===== config.mk =====
export PLATFORM = sky130hd
export DESIGN_NAME = sap1_controller_sequencer_flat
export DESIGN_NICKNAME = d
export VERILOG_FILES = /design/src/rtl/sap1_pkg.sv /design/src/rtl/sap1_controller_sequencer_if.sv /design/src/rtl/sap1_ring_counter.sv /design/src/rtl/sap1_controller_sequencer.sv /design/src/flat_wrapper.sv
export SDC_FILE = /design/constraint.sdc
export NUM_CORES = 1
export LEC_CHECK = 0
export BUFFER_PORTS_ARGS = -buffer_cell sky130_fd_sc_hd__buf_2
export CAP_MARGIN = 40
export CORE_UTILIZATION = 40
export DETAILED_ROUTE_END_ITERATION = 10
export PLACE_DENSITY = 0.67
export SETUP_SLACK_MARGIN = 0.5
export SLEW_MARGIN = 20
export SYNTH_ARGS = -nofsm -noshare
export SYNTH_HDL_FRONTEND = slang
export SYNTH_SLANG_ARGS = --single-unit

===== constraint.sdc =====
create_clock -name CLK -period 2.9 [get_ports CLK]
set_clock_uncertainty 0.15 [all_clocks]
set_input_delay 0.145 -clock CLK [delete_from_list [all_inputs] [get_ports CLK]]
set_output_delay 0.145 -clock CLK [all_outputs]
set_load 0.005 [all_outputs]

===== src/rtl/sap1_pkg.sv =====
// SAP-1 controller-sequencer shared definitions: opcodes, T-state ring indices
// and the 12-bit control word layout.
package sap1_pkg;

  localparam logic [3:0] OP_LDA = 4'b0000;
  localparam logic [3:0] OP_ADD = 4'b0001;
  localparam logic [3:0] OP_SUB = 4'b0010;
  localparam logic [3:0] OP_OUT = 4'b1110;
  localparam logic [3:0] OP_HLT = 4'b1111;

  // Bit positions of each T-state inside the one-hot ring.
  localparam int unsigned T1 = 0;
  localparam int unsigned T2 = 1;
  localparam int unsigned T3 = 2;
  localparam int unsigned T4 = 3;
  localparam int unsigned T5 = 4;
  localparam int unsigned T6 = 5;

  typedef struct packed {
    logic cp;
    logic ep;
    logic lm_bar;
    logic ce_bar;
    logic li_bar;
    logic ei_bar;
    logic la_bar;
    logic ea;
    logic su;
    logic eu;
    logic lb_bar;
    logic lo_bar;
  } ctrl_word_t;

  localparam ctrl_word_t CW_NOP = '{
    cp:     1'b0,
    ep:     1'b0,
    lm_bar: 1'b1,
    ce_bar: 1'b1,
    li_bar: 1'b1,
    ei_bar: 1'b1,
    la_bar: 1'b1,
    ea:     1'b0,
    su:     1'b0,
    eu:     1'b0,
    lb_bar: 1'b1,
    lo_bar: 1'b1
  };

endpackage


===== src/rtl/sap1_controller_sequencer_if.sv =====
// Opcode in, control word / halt / T-state out between the sequencer and the
// SAP-1 datapath.
interface sap1_controller_sequencer_if #(
  parameter int OPCODE_W = 4,
  parameter int RING_W   = 6
);

  logic [OPCODE_W-1:0] opcode;
  logic                Cp;
  logic                Ep;
  logic                Lm_bar;
  logic                CE_bar;
  logic                Li_bar;
  logic                Ei_bar;
  logic                La_bar;
  logic                Ea;
  logic                Su;
  logic                Eu;
  logic                Lb_bar;
  logic                Lo_bar;
  logic                hlt;
  logic [RING_W-1:0]   t_state;

  modport master (
    input  opcode,
    output Cp, Ep, Lm_bar, CE_bar, Li_bar, Ei_bar, La_bar,
    output Ea, Su, Eu, Lb_bar, Lo_bar, hlt, t_state
  );

  modport slave (
    output opcode,
    input  Cp, Ep, Lm_bar, CE_bar, Li_bar, Ei_bar, La_bar,
    input  Ea, Su, Eu, Lb_bar, Lo_bar, hlt, t_state
  );

endinterface


===== src/rtl/sap1_ring_counter.sv =====
// One-hot T-state ring: rotates T1..T6, freezes on hold, and falls back to T1
// from any value that is not exactly one-hot.
module sap1_ring_counter #(
  parameter int RING_W = 6
) (
  input  logic              CLK,
  input  logic              CLR,
  input  logic              hold,
  output logic [RING_W-1:0] t_state
);

  localparam logic [RING_W-1:0] RING_T1 = RING_W'(1);

  logic [RING_W-1:0] ring;

  always_ff @(posedge CLK) begin
    if (CLR) begin
      ring <= RING_T1;
    end else if (!$onehot(ring)) begin
      ring <= RING_T1;
    end else if (hold) begin
      ring <= ring;
    end else begin
      ring <= {ring[RING_W-2:0], ring[RING_W-1]};
    end
  end

  assign t_state = ring;

endmodule


===== src/rtl/sap1_controller_sequencer.sv =====
// SAP-1 controller-sequencer: owns the halt flag and decodes the control word
// from the T-state ring and opcode.
module sap1_controller_sequencer
  import sap1_pkg::*;
#(
  parameter int OPCODE_W = 4,
  parameter int RING_W   = 6
) (
  input logic                          CLK,
  input logic                          CLR,
  sap1_controller_sequencer_if.master  bus
);

  localparam logic [RING_W-1:0] RING_T3 = RING_W'(1) << T3;

  logic [RING_W-1:0] ring;
  logic              halted;
  ctrl_word_t        cw;

  sap1_ring_counter #(
    .RING_W (RING_W)
  ) u_ring (
    .CLK     (CLK),
    .CLR     (CLR),
    .hold    (halted),
    .t_state (ring)
  );

  // Halt is taken on the T3->T4 edge so the ring lands in T4 and freezes there.
  always_ff @(posedge CLK) begin
    if (CLR) begin
      halted <= 1'b0;
    end else if (!halted && (ring == RING_T3) && (bus.opcode == OP_HLT)) begin
      halted <= 1'b1;
    end
  end

  always_comb begin
    cw = CW_NOP;
    if (!CLR && !halted && $onehot(ring)) begin
      if (ring[T1]) begin
        cw.ep     = 1'b1;
        cw.lm_bar = 1'b0;
      end else if (ring[T2]) begin
        cw.cp = 1'b1;
      end else if (ring[T3]) begin
        cw.ce_bar = 1'b0;
        cw.li_bar = 1'b0;
      end else if (ring[T4]) begin
        case (bus.opcode)
          OP_LDA, OP_ADD, OP_SUB: begin
            cw.ei_bar = 1'b0;
            cw.lm_bar = 1'b0;
          end
          OP_OUT: begin
            cw.ea     = 1'b1;
            cw.lo_bar = 1'b0;
          end
          default: cw = CW_NOP;
        endcase
      end else if (ring[T5]) begin
        case (bus.opcode)
          OP_LDA: begin
            cw.ce_bar = 1'b0;
            cw.la_bar = 1'b0;
          end
          OP_ADD: begin
            cw.ce_bar = 1'b0;
            cw.lb_bar = 1'b0;
          end
          OP_SUB: begin
            cw.ce_bar = 1'b0;
            cw.lb_bar = 1'b0;
            cw.su     = 1'b1;
          end
          default: cw = CW_NOP;
        endcase
      end else if (ring[T6]) begin
        case (bus.opcode)
          OP_ADD: begin
            cw.eu     = 1'b1;
            cw.la_bar = 1'b0;
          end
          OP_SUB: begin
            cw.eu     = 1'b1;
            cw.la_bar = 1'b0;
            cw.su     = 1'b1;
          end
          default: cw = CW_NOP;
        endcase
      end
    end
  end

  assign bus.Cp      = cw.cp;
  assign bus.Ep      = cw.ep;
  assign bus.Lm_bar  = cw.lm_bar;
  assign bus.CE_bar  = cw.ce_bar;
  assign bus.Li_bar  = cw.li_bar;
  assign bus.Ei_bar  = cw.ei_bar;
  assign bus.La_bar  = cw.la_bar;
  assign bus.Ea      = cw.ea;
  assign bus.Su      = cw.su;
  assign bus.Eu      = cw.eu;
  assign bus.Lb_bar  = cw.lb_bar;
  assign bus.Lo_bar  = cw.lo_bar;
  assign bus.hlt     = halted & ~CLR;
  assign bus.t_state = ring;

  // At most one W-bus driver per cycle.
  a_bus_conflict: assert property (@(posedge CLK)
    $onehot0({bus.Ep, ~bus.CE_bar, ~bus.Ei_bar, bus.Ea, bus.Eu}));

endmodule


===== src/flat_wrapper.sv =====
// flat-port wrapper written by rule: the top's interface ports become plain ports
module sap1_controller_sequencer_flat import sap1_pkg::*;
#(
  parameter int OPCODE_W = 4,
  parameter int RING_W   = 6
)
  (CLK, CLR, bus_opcode, bus_Cp, bus_Ep, bus_Lm_bar, bus_CE_bar, bus_Li_bar, bus_Ei_bar, bus_La_bar, bus_Ea, bus_Su, bus_Eu, bus_Lb_bar, bus_Lo_bar, bus_hlt, bus_t_state);
  sap1_controller_sequencer_if #(.OPCODE_W(OPCODE_W), .RING_W(RING_W)) bus_i ();
  input logic CLK;
  input logic CLR;
  input wire logic [$bits(bus_i.opcode)-1:0] bus_opcode;
  output wire logic [$bits(bus_i.Cp)-1:0] bus_Cp;
  output wire logic [$bits(bus_i.Ep)-1:0] bus_Ep;
  output wire logic [$bits(bus_i.Lm_bar)-1:0] bus_Lm_bar;
  output wire logic [$bits(bus_i.CE_bar)-1:0] bus_CE_bar;
  output wire logic [$bits(bus_i.Li_bar)-1:0] bus_Li_bar;
  output wire logic [$bits(bus_i.Ei_bar)-1:0] bus_Ei_bar;
  output wire logic [$bits(bus_i.La_bar)-1:0] bus_La_bar;
  output wire logic [$bits(bus_i.Ea)-1:0] bus_Ea;
  output wire logic [$bits(bus_i.Su)-1:0] bus_Su;
  output wire logic [$bits(bus_i.Eu)-1:0] bus_Eu;
  output wire logic [$bits(bus_i.Lb_bar)-1:0] bus_Lb_bar;
  output wire logic [$bits(bus_i.Lo_bar)-1:0] bus_Lo_bar;
  output wire logic [$bits(bus_i.hlt)-1:0] bus_hlt;
  output wire logic [$bits(bus_i.t_state)-1:0] bus_t_state;
  assign bus_i.opcode = bus_opcode;
  assign bus_Cp = bus_i.Cp;
  assign bus_Ep = bus_i.Ep;
  assign bus_Lm_bar = bus_i.Lm_bar;
  assign bus_CE_bar = bus_i.CE_bar;
  assign bus_Li_bar = bus_i.Li_bar;
  assign bus_Ei_bar = bus_i.Ei_bar;
  assign bus_La_bar = bus_i.La_bar;
  assign bus_Ea = bus_i.Ea;
  assign bus_Su = bus_i.Su;
  assign bus_Eu = bus_i.Eu;
  assign bus_Lb_bar = bus_i.Lb_bar;
  assign bus_Lo_bar = bus_i.Lo_bar;
  assign bus_hlt = bus_i.hlt;
  assign bus_t_state = bus_i.t_state;
  sap1_controller_sequencer #(.OPCODE_W(OPCODE_W), .RING_W(RING_W)) u_core (.CLK(CLK), .CLR(CLR), .bus(bus_i));
endmodule

# [Yosys cells after proc, flatten, opt, wreduce, memory -nomap -nowiden]
# Index checks and enable logic that the tools add are counted.
[totals] latch_bits=0 ff_bits=7 out_inout_bits=19 inputBits=6 ramBits=0 romBits=0 mem_count=0
[op_classes] addsub=5 bitwise=3 n_shift=0 n_div=0 multipliers=0 mux=19 eq_ne=6 n_reduce_logical=10 magnitude_cmp=0
[ops] cell="2-to-1 mux 12 bit" count=3
[ops] cell="2-to-1 mux 11 bit" count=1
[ops] cell="2-to-1 mux 1 bit" count=9
[ops] cell="2-to-1 mux 9 bit" count=1
[ops] cell="== test 4 bit, second input constant" count=2
[ops] cell="2-to-1 mux 7 bit" count=1
[ops] cell="adder 1 x 1 -> 2 bit" count=3
[ops] cell="adder 3 bit" count=2
[ops] cell="== test 6 x 3 -> 1 bit, second input constant" count=1
[ops] cell="2-to-1 mux 6 bit" count=1
[ops] cell="== test 4 x 1 -> 1 bit, second input constant" count=1
[ops] cell="== test 4 x 2 -> 1 bit, second input constant" count=1
[ops] cell="logical AND 1 bit" count=4
[ops] cell="zero test 4 bit" count=1
[ops] cell="2-to-1 mux 2 bit" count=2
[ops] cell="OR reduction 2 bit" count=2
[ops] cell="== test 3 x 1 -> 1 bit, second input constant" count=1
[ops] cell="2-to-1 mux 3 bit" count=1
[ops] cell="OR reduction 3 bit" count=1
[ops] cell="zero test 1 bit" count=2
[ops] cell="NOT 1 bit" count=2
[ops] cell="bitwise AND 1 bit" count=1

# [Logic depth before layout (Yosys ltp)]
[logic_depth] word_depth=10 ltp_mapped=9 mapped_depth_nobuf=9

# [Modules after synthesis]
# A second synthesis with hierarchy kept.
[hier_totals] hier_cells=82 hier_area_um2=698.2
[by_module_without_submodules] mod="sap1_controller_sequencer" instances=1 cells_per_inst=49 area_each_um2=372.9
[by_module_without_submodules] mod="sap1_ring_counter" instances=1 cells_per_inst=33 area_each_um2=325.3

# [Worst setup path before layout]
# OpenSTA, ideal clock, no wires.
[synth_path] path_type="flip-flop to output port" startpoint="register u_core.u_ring.ring[0] (netlist: u_core.u_ring.t_state[0])" endpoint="output bus_Su" t_arrival_ns=2.413 path_buffers=0 t_required_ns=2.605 stages_incl_launch_ff=10 path_slack_ns=0.192 path_cell_list="dfxtp_1 > inv_1 > ha_1 > inv_1 > fa_1 > inv_1 > ha_1 > or4_4 > nor2_4 > nor4b_4"
[synth_via] elab_chain_len=6 elab_cells_between_ends=7 classes_between="3 x add/sub; 1 x eq/ne; 2 x mux; 1 x reduce/logical"
[synth_lines] item="from (decl)" line="sap1_ring_counter.sv:14" rtl="logic [RING_W-1:0] ring;"
[synth_lines] item="from (signal assigned)" line="sap1_ring_counter.sv:22" rtl="ring <= ring;"
[synth_lines] item="from (signal assigned)" line="sap1_ring_counter.sv:24" rtl="ring <= {ring[RING_W-2:0], ring[RING_W-1]};"
[synth_lines] item="adder 1 x 1 -> 2 bit (not written as such)" line="sap1_controller_sequencer.sv:40" rtl="if (!CLR && !halted && $onehot(ring)) begin"
[synth_lines] item="adder 3 bit (not written as such) (2 in series)" line="sap1_controller_sequencer.sv:40"
[synth_lines] item="== test 3 x 1 -> 1 bit" line="sap1_controller_sequencer.sv:40"
[synth_lines] item="logical AND 1 bit" line="sap1_controller_sequencer.sv:40"
[synth_lines] item="2-to-1 mux 12 bit (*)" line="sap1_controller_sequencer.sv:40"
[synth_lines] item="to (decl)" line="flat_wrapper.sv:20" rtl="output wire logic [$bits(bus_i.Su)-1:0] bus_Su;"
# Every way passes the cells marked *; elsewhere a longest branch is shown, timed or not.

# [Final worst setup path]
[layout_path] startpoint="register u_core.u_ring.ring[4] (netlist: u_core.u_ring.t_state[4])" endpoint="output bus_Su"
[layout_via] elab_chain_len=6 elab_cells_between_ends=10 classes_between="2 x add/sub; 1 x eq/ne; 6 x mux; 1 x reduce/logical"
[layout_lines] item="branches (longest 5 deep; another with adder 3 bit)"
[layout_lines] item="2-to-1 mux 12 bit (*)" line="sap1_controller_sequencer.sv:40"
# Every way passes the cells marked *.

==> summary.md <==
| Metric | Value |
|---|---|
| Sequential area share after synthesis | `20.93%` |
| Critical Path Slowest Stage Cell | `fa_1` |
| Post-synth top cells | `nor2_1, ha_1, inv_1` |
| Via density | `5.373` |
| Top cells by area, synth | `dfxtp_1, ha_1, fa_1` |
| Leakage | `0.4553 nW` |
| # port buffers | `24` |
| Util after Layout | `65.99%` |
| Critical path buffers and inverters | `1` |
| CTS Buffer Depth | `2` |
| Data arrival time of the critical path | `2540 ps` |
| Max-slew violations | `0` |
| Gr usage total | `21.18%` |
| Layout cell share with drive strength beyond 1 | `57.63%` |
| Number of global-route vias before repair | `672` |
| Top-area cell type share of the netlist area | `20.93%` |
| DR WL/cell | `13.39 um` |
| CTS sink cnt | `7` |
| Crit path largest cell delay | `580 ps` |
| Routed wire length | `1794 um` |
| Syn Inst Count | `77` |
| Placed cells | `117` |
| IO Count | `25` |
| Post-synth design cell area | `669.4 um2` |
| Unique masters post-synth | `32` |
| Setup crit end kind | `output port` |
| Clock transition at the registers of the reported paths | `50 ps` |
| Slew HR | `52.12%` |
| Max Fclk | `353.2 MHz` |
| Slew @ Worst Pin | `712.6 ps` |
| Kind of critical path | `flop to output port` |
| Htree depth | `1` |
| TritonCTS Buffers | `3` |
| Cell taking the most area after synthesis | `dfxtp_1` |
| Vias | `720` |
| Unrepaired setup endpoints after global routing | `yes` |
| Max_cap viols | `0` |
| Fin. Hold Viols | `0` |
| Die X | `42.91 um` |
| Setup TNS | `0 ps` |
| RePlAce Congestion | `0.8250` |
| Clock latency on the worst-skew pair | `240 ps` |
| Final setup vio count | `0` |
| Average size of a mapped cell | `8.693 um2` |
| Non-Filler Instances | `134` |
| Final Cycle Share | `97.62%` |
| DRC viols | `0` |
| Root buffer cell | `clkbuf_4` |
| Diode count | `0` |
| Ys Warns | `0` |
| DR pass1 iterations | `4` |
| CP startpoint kind | `flop` |
| Pre-CTS setup slack | `236.4 ps` |
| Row cnt | `14` |
| Top-count cell post-synth | `nor2_1` |
| Minimum clock period after layout | `2831 ps` |
| Grt total ovfl | `0` |
| First-pass GRT wire length | `3022 um` |
| DRT antenna net count | `0` |
| Core Box Area | `1541 um2` |
| CP max FO | `7` |
| Final Worst Setup Slack | `68.98 ps` |
| Detail Placement HPWL | `1252 um` |
| Initial antenna violation count | `0` |
| CP cell instances | `ha_2 -> fa_1 -> ha_4 -> or4_4 -> nor2_4 -> nor4b_4 -> buf_2` |
| Worst hold path type | `input pin to flop` |
| Starting Density | `43.43%` |
| Pin count of the biggest net entering global routing | `11` |
| Die H | `42.91 um` |
| Synth-to-Final Area Change | `51.96%` |
| Post-layout nets | `135` |
| Synthesized flop and latch total | `7` |
| Post-synth top flop | `dfxtp_1` |
| Initial DRC count | `8` |
| Synth Net Count | `93` |
| Pwr Total | `0.0006555 W` |
| Req. time, crit path | `2610 ps` |
| Die area | `1841 um2` |
| CTS tree | `done` |
| Status | `finished, final reports clean` |
| Async set or reset register ratio after synthesis | `0%` |
| Family with the most delay on the worst path | `adder cells` |
| PD cells | `644.4 nW/um2` |
| Post-synth EDFFs | `0` |
| VDD IR max | `477.8 uV` |
[worst register-to-register path: stages (launching register included)]
cell and delay, ps:
dfxtp_4 350, ha_2 190, fa_1 580, ha_4 220
buf_4 130, or4_4 520, nor2_1 120
[registers in the layout (all words and copies together) (netlist names)]
register               cells
u_core.u_ring.t_state      6
u_core.halted              1
[where the power goes]
part | switching (W) | internal (W)
Combinational | 0.000206 | 0.000221
Sequential | 0.0000262 | 0.000119
Clock | 0.0000314 | 0.0000522
[what timing repair did]
item / 4_1_cts / 5_1_grt
hold buffers: 0 / 0
resized for setup: 5 / 5
pin swaps: 2 / 1
setup buffers: 11 / 2
setup endpoints to repair: 12 / 17
[routing by layer]
layer | wire length [um] | up-vias | global-route usage, %
met1 | 857 | 344 | 28.72
met2 | 865 | 17 | 36.06
li1 | - | 359 | -
met5 | 0 | - | 0
met4 | 0 | 0 | 3.750
met3 | 71 | 0 | 2.553
[cell families after synthesis]
group,Yosys count,synth area share [%]
AOI/OAI and AO/OA,7,7.477
xor gates and xnor gates,2,2.617
adders and majority gates,10,20.94
buffers and inverters,9,6.168
DFF,7,20.93
muxes,4,5.982
and+or+nand+nor,38,35.89
[layout by cell type, fill, tap and decap left out, types with 2 or more instances in the layout]
cell type and n:
and4_1 2, buf_2 24, buf_4 13, clkbuf_4 3, dfxtp_4 6, ha_1 3, ha_2 2, ha_4 3
inv_1 3, inv_2 5, mux2i_1 4, nand2_1 3, nand2b_1 2, nand3_1 2, nand4_1 5, nor2_1 8
nor3_1 4, or4_4 2
[metrics by stage]
stage	area [um2]	hold WS, ps
6_report	1017	97.02
5_1_grt	1017	99.14
4_1_cts	987.2	97.89
3_5_place_dp	853.3	348.0
3_3_place_gp	853.3	332.1
2_1_floorplan	716.9	144.5
[cell type report]
class | instances | area, um2
repair buffers | 38 | 222.7
clock buffers | 4 | 26.28
inverters | 8 | 30.03
fillers | 130 | 524.3
flip-flops and latches | 7 | 162.7
well taps | 16 | 20.02
multi-input cells | 61 | 555.5
[final timing paths]
check                      startpoint                       end  slack [ps]  depth (start not counted)
max          u_core.u_ring.t_state[4]                    bus_Su          70                          7
min reg2reg  u_core.u_ring.t_state[5]  u_core.u_ring.t_state[0]         410                          2
max reg2reg  u_core.u_ring.t_state[4]  u_core.u_ring.t_state[2]         580                          6
min                     bus_opcode[0]             u_core.halted         100                          3
Note: power is estimated with default switching activity, not from simulation.
